## src/rtl/sr_latch_driver.sv

```systemverilog
// rtl/sr_latch_driver.sv - clocked s/r pulse driver for a cross-coupled NOR SR latch
// Issues width-controlled set/reset pulses and confirms the latch through q/q_bar feedback.
module sr_latch_driver #(
    parameter int PULSE_W = 2,
    parameter int GAP     = 1,
    parameter int TIMEOUT = 8
) (
    input  logic clk,
    input  logic rst_n,
    input  logic set_req,
    input  logic clr_req,
    input  logic q_fb,
    input  logic q_bar_fb,
    output logic s,
    output logic r,
    output logic busy,
    output logic done,
    output logic err
);

    typedef enum logic [2:0] {
        IDLE,
        PULSE_S,
        PULSE_R,
        CHECK,
        GAP_WAIT
    } state_t;

    localparam logic [3:0] PW_LAST  = 4'(PULSE_W - 1);
    localparam logic [3:0] GAP_LAST = 4'((GAP > 0) ? GAP - 1 : 0);
    localparam logic [7:0] TO_LAST  = 8'(TIMEOUT - 1);

    state_t     state;
    logic [3:0] pulse_cnt;
    logic [7:0] tmo_cnt;
    logic       target;
    logic       match;

    // An invalid latch (q_fb == q_bar_fb) can never satisfy both terms.
    assign match = (q_fb == target) && (q_bar_fb == ~target);

    function automatic logic [3:0] sat_inc(input logic [3:0] v);
        return (v == 4'hF) ? v : v + 4'd1;
    endfunction

    always_ff @(posedge clk) begin
        if (!rst_n) begin
            state     <= IDLE;
            pulse_cnt <= 4'd0;
            tmo_cnt   <= 8'd0;
            target    <= 1'b0;
            s         <= 1'b0;
            r         <= 1'b0;
            busy      <= 1'b0;
            done      <= 1'b0;
            err       <= 1'b0;
        end else begin
            done <= 1'b0;
            err  <= 1'b0;
            case (state)
                IDLE: begin
                    if (set_req && clr_req) begin
                        err <= 1'b1;
                    end else if (set_req) begin
                        state     <= PULSE_S;
                        s         <= 1'b1;
                        busy      <= 1'b1;
                        target    <= 1'b1;
                        pulse_cnt <= 4'd0;
                    end else if (clr_req) begin
                        state     <= PULSE_R;
                        r         <= 1'b1;
                        busy      <= 1'b1;
                        target    <= 1'b0;
                        pulse_cnt <= 4'd0;
                    end
                end
                PULSE_S, PULSE_R: begin
                    if (pulse_cnt == PW_LAST) begin
                        state     <= CHECK;
                        s         <= 1'b0;
                        r         <= 1'b0;
                        pulse_cnt <= 4'd0;
                        tmo_cnt   <= 8'd0;
                    end else begin
                        pulse_cnt <= sat_inc(pulse_cnt);
                    end
                end
                CHECK: begin
                    if (match || (tmo_cnt == TO_LAST)) begin
                        done      <= match;
                        err       <= ~match;
                        pulse_cnt <= 4'd0;
                        tmo_cnt   <= 8'd0;
                        if (GAP == 0) begin
                            state <= IDLE;
                            busy  <= 1'b0;
                        end else begin
                            state <= GAP_WAIT;
                        end
                    end else begin
                        tmo_cnt <= tmo_cnt + 8'd1;
                    end
                end
                GAP_WAIT: begin
                    if (pulse_cnt == GAP_LAST) begin
                        state     <= IDLE;
                        busy      <= 1'b0;
                        pulse_cnt <= 4'd0;
                    end else begin
                        pulse_cnt <= sat_inc(pulse_cnt);
                    end
                end
                default: begin
                    state <= IDLE;
                    s     <= 1'b0;
                    r     <= 1'b0;
                    busy  <= 1'b0;
                end
            endcase
        end
    end

endmodule
```

## config.mk

```make
export PLATFORM = sky130hd
export DESIGN_NAME = sr_latch_driver
export DESIGN_NICKNAME = d
export VERILOG_FILES = /design/src/rtl/sr_latch_driver.sv
export SDC_FILE = /design/constraint.sdc
export NUM_CORES = 1
export LEC_CHECK = 0
export BUFFER_PORTS_ARGS = -buffer_cell sky130_fd_sc_hd__buf_4
export CAP_MARGIN = 40
export CORE_UTILIZATION = 58
export CTS_CLUSTER_DIAMETER = 100
export DETAILED_ROUTE_END_ITERATION = 8
export PLACE_DENSITY_LB_ADDON = 0.15
export SLEW_MARGIN = 20
export SYNTH_ARGS = -nofsm -noshare
export SYNTH_HDL_FRONTEND = slang
export SYNTH_SLANG_ARGS = --single-unit
```

## constraint.sdc

```tcl
create_clock -name clk -period 2.5 [get_ports clk]
set_clock_uncertainty 0.2 [all_clocks]
set_input_delay 0.5 -clock clk [delete_from_list [all_inputs] [get_ports clk]]
set_output_delay 0.5 -clock clk [all_outputs]
set_load 0.05 [all_outputs]
```

# [Yosys cells after proc, flatten, opt, wreduce, memory -nomap -nowiden]
# Index checks and enable logic that the tools add are counted.
[classes] n_addsub=2 eq_ne=17 n_mux=35 bitwise=5 n_reduce_logical=19
[op_table] cell="2-to-1 mux 4 bit" n=7
[op_table] cell="2-to-1 mux 3 bit" n=6
[op_table] cell="2-to-1 mux 8 bit" n=2
[op_table] cell="case mux 4 bit (4 select lines)" n=1
[op_table] cell="case mux 8 bit (2 select lines)" n=1
[op_table] cell="inequality test 2 bit, second input constant" n=7
[op_table] cell="2-to-1 mux 1 bit" n=13
[op_table] cell="case mux 3 bit (4 select lines)" n=1
[op_table] cell="AND reduction 4 bit" n=3
[op_table] cell="AND reduction 5 bit" n=2
[op_table] cell="case mux 1 bit (3 select lines)" n=3
[op_table] cell="adder 8 x 1 -> 8 bit, second input constant" n=1
[op_table] cell="equality test 8 x 3 -> 1 bit, second input constant" n=1
[op_table] cell="equality test 3 x 2 -> 1 bit, second input constant" n=2
[op_table] cell="AND reduction 3 bit" n=2
[op_table] cell="NOT 1 bit" n=5
[op_table] cell="adder 4 x 1 -> 4 bit, second input constant" n=1
[op_table] cell="equality test 4 x 1 -> 1 bit, second input constant" n=1
[op_table] cell="equality test 4 bit, second input constant" n=1
[op_table] cell="zero test 4 bit" n=1
[op_table] cell="nonzero test 2 bit" n=2
[op_table] cell="nonzero test 4 bit" n=1
[op_table] cell="OR reduction 2 bit" n=2
[op_table] cell="equality test 3 x 1 -> 1 bit, second input constant" n=1
[op_table] cell="other kinds (9)" n=11
[totals] register_bits=21 input_bits=6 out_inout_bits=5

# [Depth between registers and ports, before layout]
[depth] word_depth=6 ltp_mapped=7

# [Worst setup path before layout]
# No wires, ideal clock.
[synth_path] path_type="input-to-reg" startpoint="in q_fb" endpoint="reg tmo_cnt[4]" arrival_time_ps=1736 path_slack_ps=442 cell_stages=6 n_path_buf=2 path_cell_list="or3b_1 -> and3_1 -> clkbuf_1 -> clkbuf_1 -> a21o_1 -> o311a_1"
[synth_between] elab_chain_cells=5
[synth_lines] element="start, declared" line="12" source="input logic q_fb,"
[synth_lines] element="equality test 1 bit" line="40" source="assign match = (q_fb == target) && (q_bar_fb == ~target);"
[synth_lines] element="logical AND 1 bit" line="40"
[synth_lines] element="logical OR 1 bit" line="90" source="if (match || (tmo_cnt == TO_LAST)) begin"
[synth_lines] element="2-to-1 mux 8 bit" line="90"
[synth_lines] element="case mux 8 bit (2 select lines)" line="60" source="case (state)"
[synth_lines] element="end signal, assigned" line="102" source="tmo_cnt <= tmo_cnt + 8'd1;"
[synth_lines] element="end, declared" line="35" source="logic [7:0] tmo_cnt;"
# Every way passes these cells.
# A chain may end at the register's enable or synchronous reset.

# [Worst setup path in the final report]
[layout_path] startpoint="reg tmo_cnt[3]" endpoint="reg pulse_cnt[1]"
[layout_between] elab_chain_cells=4
[layout_lines] element="equality test 8 x 3 -> 1 bit" line="90"
[layout_lines] element="logical OR 1 bit" line="90"
[layout_lines] element="inequality test 2 bit (no line)"
[layout_lines] element="AND reduction 4 bit (no line)"
[layout_lines] element="end signal, assigned" line="86" source="pulse_cnt <= sat_inc(pulse_cnt);"
[layout_lines] element="end signal, assigned" line="111" source="pulse_cnt <= sat_inc(pulse_cnt);"
[layout_lines] element="end, declared" line="34" source="logic [3:0] pulse_cnt;"
# Every way passes these cells.

==> run_results.csv <==
group,metric,value,unit
yosys,synthCells,148,
detailed_routing,dr.first_iter.drc_count,56,
power_and_ir_drop,p_clk_share,15.4,%
timing,finalSetupViolCount,0,
floorplanning,die_x,48.3,um
power_and_ir_drop,power.share.sequential,40.0,%
critical_path,worstSetupPathDepth,4,
min_path,min_path_type,"input pin to register",
yosys,synth_top_area_share,33.8,%
critical_path,reg2reg_slack,0.27,ns
timing,period_share,89.0,%
yosys,synth_nets,160,
yosys,ys_ff_latch,21,
layout,diodes,0,
clocking,ctsHtreeMaxLevel,1,
clocking,cts_resized,0,
detailed_routing,viasPerCell,6.28,
layout,drive_above_1_share,12.9,%
placement,dp.cells,178,
grt,grt.met3_usage,3.77,%
power_and_ir_drop,p_leak,0.000521,uW
yosys,ys.flop_type,"dfxtp_1",
clocking,cts.sinks,21,
critical_path,crit_family,"simple AND/OR/NAND/NOR gates",
yosys,seq_area_frac_synth,33.8,%
clocking,hold_buffers,0,
grt,met1_usage,29.6,%
critical_path,rr_worst_depth,4,
layout,finalInstanceArea,1350,um^2
min_path,min_to,"s$_SDFFE_PN0P_",
grt,busiest_layer,"met2",
floorplanning,die_h,48.3,um
yosys,synth_area_leaders,"dfxtp_1 34%, ha_1 6.0%, o21ai_0 4.0%",
power_and_ir_drop,p_sw_share,42.2,%
grt,overflow,0,
critical_path,end_kind,"register",
min_path,hold_depth,2,
critical_path,path_max_fanout,11,
critical_path,criticalPathCategory,"register to register",
power_and_ir_drop,ir_drop,0.679,mV
detailed_routing,drt-wirelength-per-cell,13.9,um
layout,final_nets,168,
floorplanning,core,1980,um^2
layout,syn2layout_area_growth,8.75,%
yosys,syn_area_per_cell,8.40,um^2
power_and_ir_drop,finalPower,1140,uW
grt,track_usage,23.5,%
clocking,tritoncts,"built",
yosys,synth_edf_count,0,
placement,place.gp.congestion,0.832,
detailed_routing,firstDrtPassIters,4,
grt,grt_pass1_wl,4320,um
placement,numPortBuffers,10,
detailed_routing,drt_wl_total,2530,um
placement,placed_area,1330,um^2
clocking,insertion_delay,0.32,ns
timing,maxSlewViolCount,0,
grt,antenna_found_initial,0,
timing,slew_headroom,62.4,%
yosys,yosys.area.top_type,"dfxtp_1",
placement,hpwl,1750,um
layout,instances_no_fill,182,
detailed_routing,dr_total_vias,1143,
power_and_ir_drop,internal_power,658,uW
clocking,path_clk_slew,0.13,ns
yosys,synth_area,1240,um^2
timing,rsz0062_at_grt,"false",
timing,worst_slack,0.274,ns
critical_path,crit_path_start,"tmo_cnt[3]$_SDFFE_PN0P_",
floorplanning,initial_core_util,62.8,%
power_and_ir_drop,switching_power,480,uW
run,cap_viol_max_count,0,
critical_path,r2r-end,"pulse_cnt[1]$_SDFFE_PN0P_",
yosys,synth_cell_types,41,
critical_path,crit_arrival,2.23,ns
critical_path,cp_num_buf_inv,0,
critical_path,crit_path_start_kind,"register",
grt,met2_usage,39.7,%
detailed_routing,drc,0,
clocking,cts_setup_buffers,0,
grt,grt_max_degree,18,
yosys,async_reset_ff_share,0,%
clocking,clockRootBuffer,"clkbuf_4",
timing,max_freq,449,MHz
placement,place_ws,0.308,ns
grt,grt_pass1_vias,1013,
critical_path,worst_path_largest_cell_delay,0.51,ns
critical_path,crit_required,2.51,ns
power_and_ir_drop,p_comb_share,44.6,%
timing,tns,0,ns
clocking,cts_buffer_depth,2,
power_and_ir_drop,p_per_area,842,nW/um^2
critical_path,path_cells,"or4_1 > or3_1 > a221oi_1 > o32ai_1",
floorplanning,dieArea,2330,um^2
critical_path,cp_slowest_cell,"or3_1",
timing,tightest_slew,0.564,ns
floorplanning,fp-row-count,16,
detailed_routing,ant_nets,0,
floorplanning,io_pins,11,
clocking,cts_made_buffers,3,
run_status,status,"complete, no violations",
timing,hold_viol,0,
min_path,hp-start,"set_req",
critical_path,reg2reg_from,"tmo_cnt[3]$_SDFFE_PN0P_",
timing,period_minus_slack,2.23,ns
yosys,yosys_warnings,0,
[routing by layer]
layer / routed length, um / vias up / part of all wire, %
li1: - / 571 / -
met1: 1250 / 540 / 49
met2: 1180 / 28 / 47
met3: 71 / 4 / 2.8
met4: 30 / 0 / 1.2
met5: 0 / - / 0
[state kept, by name (all words and copies together) (netlist names)]
signal	cells
busy	1
done	1
err	1
pulse_cnt	4
r	1
s	1
state	3
target	1
tmo_cnt	8
[power by group through the flow]
stage | clock network, uW | registers (uW) | logic, uW
floorplan | 0 | 467 | 394
global placement | 0 | 458 | 491
detailed placement | 0 | 461 | 503
CTS | 180 | 454 | 507
global route | 187 | 467 | 563
finish | 175 | 456 | 507
[kinds of logic after synthesis]
| kind of cell | count (synthesis) | share of synthesized area [%] |
|---|---|---|
| AND/OR/NAND/NOR | 47 | 20.6 |
| XOR/XNOR | 1 | 0.704 |
| adder cells (fa/ha/maj) | 7 | 6.84 |
| flip-flops | 21 | 33.8 |
| buffers and inverters | 19 | 6.44 |
| AO/OA/AOI/OAI | 53 | 31.6 |
[area by class of cell]
type | instances | area (um^2)
fill | 167 | 629
inverter | 10 | 37.5
tap | 27 | 33.8
multi-input combinational | 108 | 743
clock buffer | 3 | 22.5
timing repair buffer | 12 | 90.1
clock inverter | 1 | 5.00
sequential | 21 | 420
[cell usage after synthesis (2+ instances only)]
cell type  count
a211oi_2       3
a21o_1         4
a21oi_1        8
a31oi_1        3
and3_1         2
clkbuf_1       7
dfxtp_1       21
ha_1           6
inv_1         10
nand2_1       12
nand3_1        9
nand3b_1       3
nor2_1         6
nor3_1         4
nor3b_1        2
o21a_1         4
o21ai_0       10
o21ai_1        2
o221a_1        4
o22ai_1        3
o311a_1        2
or3_1          2
or3b_1         3
[per-stage QoR]
step,util [%],hold slack [ns]
after floorplan,-,0.245
after global placement,66.9,0.255
after detailed placement,66.9,0.270
after CTS,68.2,0.224
after global routing,68.2,0.234
final,68.2,0.230
[cell usage in the layout (no fill, tap or decap), types with 3 or more instances in the layout]
cell      instances
or3b_1            3
inv_1            10
buf_4            12
o22ai_1           3
a31oi_1           3
nor3_1            4
ha_1              6
nor2_1            6
o221a_1           4
nand3b_1          3
nand2_1          12
clkbuf_4          3
dfxtp_1          21
nand3_1           9
a21o_1            4
o21ai_0          10
a21oi_1           8
o21a_1            4
a211oi_2          3
[worst max-delay path by stage]
stage | to | slack (ns)
after global placement | pulse_cnt[1]$_SDFFE_PN0P_ | 0.35
after floorplan | tmo_cnt[4]$_SDFFE_PN0P_ | 0.44
after detailed placement | pulse_cnt[1]$_SDFFE_PN0P_ | 0.31
final | pulse_cnt[1]$_SDFFE_PN0P_ | 0.27
after global routing | pulse_cnt[1]$_SDFFE_PN0P_ | 0.22
after CTS | pulse_cnt[1]$_SDFFE_PN0P_ | 0.29
(Power assumes the default switching activity.)
